File: src/rtl/klotski_pkg.sv
// Shared types and cell arithmetic for the klotski move executor.
// A cell is {row[3:2], col[1:0]}; both coordinates are always in the range 0..3.
package klotski_pkg;

    typedef struct packed {
        logic [1:0] row;
        logic [1:0] col;
    } cell_t;

    typedef enum logic [2:0] {
        S_IDLE,
        S_CHECK,
        S_SEEK_X,
        S_SEEK_Y,
        S_GRAB,
        S_CARRY,
        S_RELEASE,
        S_DONE
    } exec_state_t;

    // |a - b| for one 2-bit coordinate, computed through a 3-bit signed difference.
    function automatic logic [1:0] coord_dist(input logic [1:0] a, input logic [1:0] b);
        logic signed [2:0] d;
        d = $signed({1'b0, a}) - $signed({1'b0, b});
        return (d < 0) ? 2'(-d) : 2'(d);
    endfunction

    function automatic logic [2:0] cell_dist(input cell_t a, input cell_t b);
        return {1'b0, coord_dist(a.row, b.row)} + {1'b0, coord_dist(a.col, b.col)};
    endfunction

endpackage

File: src/rtl/klotski_step_gen.sv
// Step pulse generator: after a start strobe, emits i_steps pulses, each STEP_PERIOD
// cycles long and high for the first STEP_HIGH cycles; o_done marks the final cycle.
module klotski_step_gen #(
    parameter int STEP_PERIOD = 5000,
    parameter int STEP_HIGH   = 100,
    parameter int CNT_W       = 10
) (
    input  logic             i_clk,
    input  logic             i_rst,
    input  logic             i_start,
    input  logic [CNT_W-1:0] i_steps,
    output logic             o_step,
    output logic             o_step_end,
    output logic             o_done
);

    localparam int PER_W = $clog2(STEP_PERIOD + 1);
    localparam logic [PER_W-1:0] PER_LAST = PER_W'(STEP_PERIOD - 1);

    logic             active;
    logic [PER_W-1:0] cyc_cnt;
    logic [CNT_W-1:0] steps_left;

    // NOTE: sequential state is written with non-blocking assignments only, so every
    // flop samples the pre-edge values regardless of statement order.
    always_ff @(posedge i_clk) begin
        if (i_rst) begin
            active     <= 1'b0;
            cyc_cnt    <= '0;
            steps_left <= '0;
        end else if (i_start) begin
            active     <= (i_steps != '0);
            cyc_cnt    <= '0;
            steps_left <= i_steps;
        end else if (active) begin
            if (cyc_cnt == PER_LAST) begin
                cyc_cnt    <= '0;
                steps_left <= steps_left - 1'b1;
                if (steps_left == CNT_W'(1))
                    active <= 1'b0;
            end else begin
                cyc_cnt <= cyc_cnt + 1'b1;
            end
        end
    end

    assign o_step     = active && (cyc_cnt < PER_W'(STEP_HIGH));
    assign o_step_end = active && (cyc_cnt == PER_LAST);
    assign o_done     = o_step_end && (steps_left == CNT_W'(1));

endmodule

File: src/rtl/klotski_move_exec.sv
// Move executor: seeks the gantry to the tile, grabs it, carries it one cell into the blank.
// Build option KLOTSKI_SETTLE_EN: GRAB and RELEASE dwell SETTLE_CYCLES instead of one cycle.
module klotski_move_exec #(
    parameter int STEP_PERIOD    = 5000,
    parameter int STEP_HIGH      = 100,
    parameter int STEPS_PER_CELL = 200,
    parameter int SETTLE_CYCLES  = 50000
) (
    input  logic       i_clk,
    input  logic       i_rst,
    input  logic       i_en,
    input  logic [3:0] i_start_block,
    input  logic [3:0] i_end_block,
    output logic       o_continue,
    output logic       o_error,
    output logic       o_busy,
    output logic       o_step_x,
    output logic       o_step_y,
    output logic       o_dir_x,
    output logic       o_dir_y,
    output logic       o_magnet,
    output logic [3:0] o_head_pos
);

    import klotski_pkg::*;

    localparam int CNT_W  = $clog2(3 * STEPS_PER_CELL + 1);
    localparam int CELL_W = $clog2(STEPS_PER_CELL + 1);

    exec_state_t       state, next_state;
    cell_t             start_q, end_q, head;
    logic              err_q;
    logic              dir_x_q, dir_y_q, dir_x, dir_y;
    logic [CELL_W-1:0] cell_cnt;
    logic              seg_start;
    logic [1:0]        seg_cells;
    logic [CNT_W-1:0]  seg_steps;
    logic              sg_step, sg_step_end, sg_done;
    logic              cell_tick;
    logic              dwell_done;
    logic [1:0]        n_x, n_y;
    logic              carry_x;

    assign n_x       = coord_dist(start_q.col, head.col);
    assign n_y       = coord_dist(start_q.row, head.row);
    assign carry_x   = (start_q.row == end_q.row);
    assign seg_steps = CNT_W'(seg_cells) * CNT_W'(STEPS_PER_CELL);
    assign cell_tick = sg_step_end && (cell_cnt == CELL_W'(STEPS_PER_CELL - 1));

`ifdef KLOTSKI_SETTLE_EN
    localparam int SET_W = $clog2(SETTLE_CYCLES + 1);
    logic [SET_W-1:0] settle_cnt;

    assign dwell_done = (settle_cnt == SET_W'(SETTLE_CYCLES - 1));

    always_ff @(posedge i_clk) begin
        if (i_rst)
            settle_cnt <= '0;
        else if ((state == S_GRAB || state == S_RELEASE) && !dwell_done)
            settle_cnt <= settle_cnt + 1'b1;
        else
            settle_cnt <= '0;
    end
`else
    assign dwell_done = 1'b1;
`endif

    // Segment starts are raised in the last cycle of the preceding state, so the first
    // step pulse lands on the first cycle of the segment and dir leads it by one cycle.
    // NOTE: every always_comb output gets a default first; a path that leaves one
    // unassigned would infer a latch.
    always_comb begin
        next_state = state;
        seg_start  = 1'b0;
        seg_cells  = 2'd0;
        dir_x      = dir_x_q;
        dir_y      = dir_y_q;
        case (state)
            S_IDLE: if (i_en) next_state = S_CHECK;
            S_CHECK: begin
                if (cell_dist(start_q, end_q) != 3'd1) begin
                    next_state = S_DONE;
                end else begin
                    next_state = S_SEEK_X;
                    if (n_x != 2'd0) begin
                        seg_start = 1'b1;
                        seg_cells = n_x;
                        dir_x     = (start_q.col > head.col);
                    end
                end
            end
            S_SEEK_X: begin
                if (sg_done || n_x == 2'd0) begin
                    next_state = S_SEEK_Y;
                    if (n_y != 2'd0) begin
                        seg_start = 1'b1;
                        seg_cells = n_y;
                        dir_y     = (start_q.row > head.row);
                    end
                end
            end
            S_SEEK_Y: if (sg_done || n_y == 2'd0) next_state = S_GRAB;
            S_GRAB: begin
                if (dwell_done) begin
                    next_state = S_CARRY;
                    seg_start  = 1'b1;
                    seg_cells  = 2'd1;
                    if (carry_x) dir_x = (end_q.col > start_q.col);
                    else         dir_y = (end_q.row > start_q.row);
                end
            end
            S_CARRY:   if (sg_done) next_state = S_RELEASE;
            S_RELEASE: if (dwell_done) next_state = S_DONE;
            S_DONE:    next_state = S_IDLE;
            default:   next_state = S_IDLE;
        endcase
    end

    always_ff @(posedge i_clk) begin
        if (i_rst) begin
            state    <= S_IDLE;
            start_q  <= '0;
            end_q    <= '0;
            head     <= '0;
            err_q    <= 1'b0;
            dir_x_q  <= 1'b0;
            dir_y_q  <= 1'b0;
            cell_cnt <= '0;
        end else begin
            state   <= next_state;
            dir_x_q <= dir_x;
            dir_y_q <= dir_y;
            if (state == S_IDLE && i_en) begin
                start_q <= cell_t'(i_start_block);
                end_q   <= cell_t'(i_end_block);
            end
            if (state == S_CHECK)
                err_q <= (cell_dist(start_q, end_q) != 3'd1);
            if (seg_start)
                cell_cnt <= '0;
            else if (cell_tick)
                cell_cnt <= '0;
            else if (sg_step_end)
                cell_cnt <= cell_cnt + 1'b1;
            if (cell_tick) begin
                if (state == S_SEEK_X || (state == S_CARRY && carry_x))
                    head.col <= dir_x_q ? head.col + 2'd1 : head.col - 2'd1;
                else
                    head.row <= dir_y_q ? head.row + 2'd1 : head.row - 2'd1;
            end
        end
    end

    klotski_step_gen #(
        .STEP_PERIOD (STEP_PERIOD),
        .STEP_HIGH   (STEP_HIGH),
        .CNT_W       (CNT_W)
    ) u_step_gen (
        .i_clk      (i_clk),
        .i_rst      (i_rst),
        .i_start    (seg_start),
        .i_steps    (seg_steps),
        .o_step     (sg_step),
        .o_step_end (sg_step_end),
        .o_done     (sg_done)
    );

    assign o_step_x   = sg_step && (state == S_SEEK_X || (state == S_CARRY && carry_x));
    assign o_step_y   = sg_step && (state == S_SEEK_Y || (state == S_CARRY && !carry_x));
    assign o_dir_x    = dir_x;
    assign o_dir_y    = dir_y;
    assign o_magnet   = (state == S_GRAB) || (state == S_CARRY);
    assign o_busy     = (state != S_IDLE);
    assign o_continue = (state == S_DONE);
    assign o_error    = (state == S_DONE) && err_q;
    assign o_head_pos = head;

endmodule

File: config.mk
export PLATFORM = sky130hd
export DESIGN_NAME = klotski_move_exec
export DESIGN_NICKNAME = d
export VERILOG_FILES = /design/src/rtl/klotski_pkg.sv /design/src/rtl/klotski_step_gen.sv /design/src/rtl/klotski_move_exec.sv
export SDC_FILE = /design/constraint.sdc
export NUM_CORES = 1
export LEC_CHECK = 0
export BUFFER_PORTS_ARGS = -buffer_cell sky130_fd_sc_hd__buf_2
export CORE_MARGIN = 2
export CORE_UTILIZATION = 50
export CTS_CLUSTER_SIZE = 14
export DETAILED_ROUTE_END_ITERATION = 6
export PLACE_DENSITY = 0.71
export SLEW_MARGIN = 5
export SYNTH_ARGS = -nofsm -noshare
export SYNTH_HDL_FRONTEND = slang
export SYNTH_HIERARCHICAL = 1
export SYNTH_SLANG_ARGS = --single-unit
File: constraint.sdc
create_clock -name i_clk -period 3.35 [get_ports i_clk]
set_input_delay 0.5025 -clock i_clk [delete_from_list [all_inputs] [get_ports i_clk]]
set_output_delay 0.5025 -clock i_clk [all_outputs]
set_load 0.03 [all_outputs]
==> flow_summary_export.csv <==
group,metric,value,unit
run_status,status,"finished with violations",
run_status,violations,"setup timing",
drt,drt-wirelength-per-cell,15.41,um
timing,slew_viol_final,0,
cells_and_area,area_delta_synth_final,23.28,%
cells_and_area,final_cell_mix,"48 x dfxtp_1, 45 x nor2_1, 34 x nand2_1",
yosys,netlist_instances,382,
cells_and_area,layout_commonest_cell,"dfxtp_1",
cts,htreeDepth,2,
cells_and_area,final_nets,460,
setup_path,cp_max_fo,3,
grt,grt_pass1_vias,2665,
power_and_ir_drop,seq_power_share,33.2,%
power_and_ir_drop,power.internal,1.453,mW
floorplanning,rows,28,
cells_and_area,insertedDiodeCount,0,
floorplanning,die_w,82.56,um
drt,routed_wirelength,7.780,mm
drt,dr.pass1.iters,4,
timing,rsz0062_at_grt,"true",
yosys,avgSynthCellArea,8.077,um2
placed_design,dpl_worst_slack,-0.1336,ns
cells_and_area,layout-drive-gt1-share,22.09,%
placed_design,dp_hpwl,4.910,mm
floorplanning,dieArea,6815,um2
power_and_ir_drop,power_per_cell_area,651.0,nW/um2
yosys,ys_types,58,
timing,skew,0.01271,ns
power_and_ir_drop,vdd_drop_max,436.3,uV
cells_and_area,seq_area,1003,um2
placed_design,routabilityCongestion,0.8594,
yosys,synth-seq-cells,50,
timing,post-route-min-period,3.589,ns
setup_path,crit_path_end_kind,"output port",
drt,num_vias,2945,
placed_design,dp.cells,482,
floorplanning,die_y,82.56,um
power_and_ir_drop,leakage,1.499,nW
grt,grt_first_pass_wirelength,11.92,mm
grt,globalRouteOverflowTotal,0,
cells_and_area,instances_no_fill,505,
power_and_ir_drop,power_frac_comb,48.3,%
cells_and_area,multi_input_area,2107,um2
timing,setup_viol,4,
cts,cts_tree,"yes",
cells_and_area,post-route-util,63.87,%
timing,fin_tns_setup,-0.5589,ns
floorplanning,ios,23,
drt,drt_iter0_drc,163,
yosys,yosysSeqAreaShare,32.44,%
cts,cts.clk_slew.worst_paths,0.10,ns
setup_path,cp_data_arrival_time,3.09,ns
yosys,ys_warn_count,6,
grt,grt_antenna_before_repair,0,
drt,drc,0,
timing,hold_viol,0,
setup_path,startpoint_type,"flop",
timing,setup_ws,-0.2395,ns
min_path,hp-class,"input port to flop",
cts,cts-root-buf,"clkbuf_8",
yosys,async_flop_share,0,%
cts,cts_buffers,5,
setup_path,r2r_slack,-0.22,ns
timing,slew_headroom,55.50,%
cts,cts_num_sinks,50,
setup_path,cp.required,2.85,ns
yosys,synth_flop_cell,"dfxtp_1",
cts,cts_hold_buf,0,
power_and_ir_drop,netSwitchingFraction,41.31,%
timing,max_freq,278.6,MHz
timing,tightest_slew,0.6676,ns
grt,grt_max_degree,34,
cts,cts_buffer_depth,2,
power_and_ir_drop,clockPowerShare,18.5,%
floorplanning,start_util,51.81,%
setup_path,crit_type,"flop to output port",
yosys,synth_edf_count,0,
placed_design,portBuffers,22,
cts,clk_latency,0.32,ns
floorplanning,core_area,5956,um2
power_and_ir_drop,switching_power,1.023,mW
cells_and_area,num-fill-cells,529,
timing,fin_crit_sh,107.1,%
yosys,netlist_area,3085,um2
drt,ant_nets,0,
grt,gr-usage-all-layers,22.49,%
drt,viasPerCell,5.832,
run,maxCapViolations,0,
-- final cells by class --
| type | count | area share [%] |
|---|---|---|
| Multi-Input combinational cell | 296 | 55.39 |
| Sequential cell | 50 | 26.38 |
| Timing Repair Buffer | 50 | 9.934 |
| Inverter | 25 | 2.566 |
| Tap cell | 75 | 2.467 |
| Clock buffer | 5 | 1.809 |
| Clock inverter | 3 | 1.250 |
| Timing Repair inverter | 1 | 0.1974 |
-- critical path, cell delays in order, from the launching register on --
cell and delay, ns:
dfxtp_2 0.35, inv_2 0.05, ha_4 0.15, fa_1 0.47, xnor2_2 0.16, fa_1 0.58
nand3_2 0.12, a2111o_1 0.41, or2_4 0.27, nand3_4 0.09, buf_6 0.14
-- stage by stage --
step	instance area (um2)	power (mW)	hold WS (ns)
4_1_cts	3631	2.296	0.4054
5_1_grt	3804	2.636	0.4273
3_3_place_gp	3341	1.729	0.4474
2_1_floorplan	3112	1.510	0.4363
3_5_place_dp	3341	1.746	0.4480
6_report	3804	2.476	0.4095
-- routing by layer --
metal,GRT usage (%),wire (um),up-vias
met5,0,0,-
met4,7.705,114,0
met3,4.130,336,11
met2,37.98,3779,64
met1,28.80,3549,1428
li1,-,-,1442
-- kinds of logic (layout without fill, tap and decap cells) --
family | after synthesis | count (layout) | share of synthesized area [%]
other cells | 1 | 8 | 0.1215
mux | 5 | 5 | 1.703
compound gates | 64 | 64 | 14.31
simple gates | 174 | 174 | 29.36
buf+inv | 43 | 84 | 5.637
xor+xnor | 25 | 25 | 7.097
flops | 50 | 50 | 32.44
fa+ha+maj | 20 | 20 | 9.327
-- worst paths after layout --
check | from | depth (start not counted) | endpoint
setup reg to reg | start_q[2] | 15 | u_step_gen/active
hold / removal | i_start_block[2] | 3 | start_q[2]
setup / recovery | start_q[2] | 10 | o_dir_x
hold reg to reg | start_q[0] | 2 | start_q[0]
-- registers in the layout, summed over array words and instances, names as in the netlist --
name,cells
u_step_gen/cyc_cnt,13
u_step_gen/steps_left,10
cell_cnt,8
end_q,4
o_head_pos,4
start_q,4
state,3
dir_x_q,1
dir_y_q,1
err_q,1
u_step_gen/active,1
-- repair_timing --
item | in CTS | in global routing
resized for setup | 32 | 21
setup endpoints to repair | 4 | 25
buffers inserted | 4 | 10
pin swaps | 13 | 20
gates cloned | 1 | 2
-- synthesized netlist by cell type (5+ instances only) --
cell      count  area, um2
a21oi_1      16      80.08
a31oi_1       5      31.28
clkbuf_1     11      41.29
dfxtp_1      50       1001
fa_1          5      100.1
ha_1         15      187.7
inv_1        25      93.84
nand2_1      34      127.6
nand3_1      13      65.06
nand4_1      11      68.82
nor2_1       48      180.2
nor2b_1       7      43.79
nor3_1       12      60.06
nor4_1        8      50.05
o211ai_1      6      45.04
o21ai_0       9      45.04
or3_1         7      43.79
xnor2_1      13      113.9
xor2_1       12      105.1
-- power by group through the flow --
| stage | registers, mW | logic [mW] | clock network [mW] |
|---|---|---|---|
| 2_1_floorplan | 0.757 | 0.753 | 0 |
| 3_3_place_gp | 0.820 | 0.909 | 0 |
| 3_5_place_dp | 0.821 | 0.925 | 0 |
| 4_1_cts | 0.812 | 1.02 | 0.464 |
| 5_1_grt | 0.837 | 1.31 | 0.486 |
| 6_report | 0.821 | 1.20 | 0.459 |
Power figures use the tool's default switching activity.
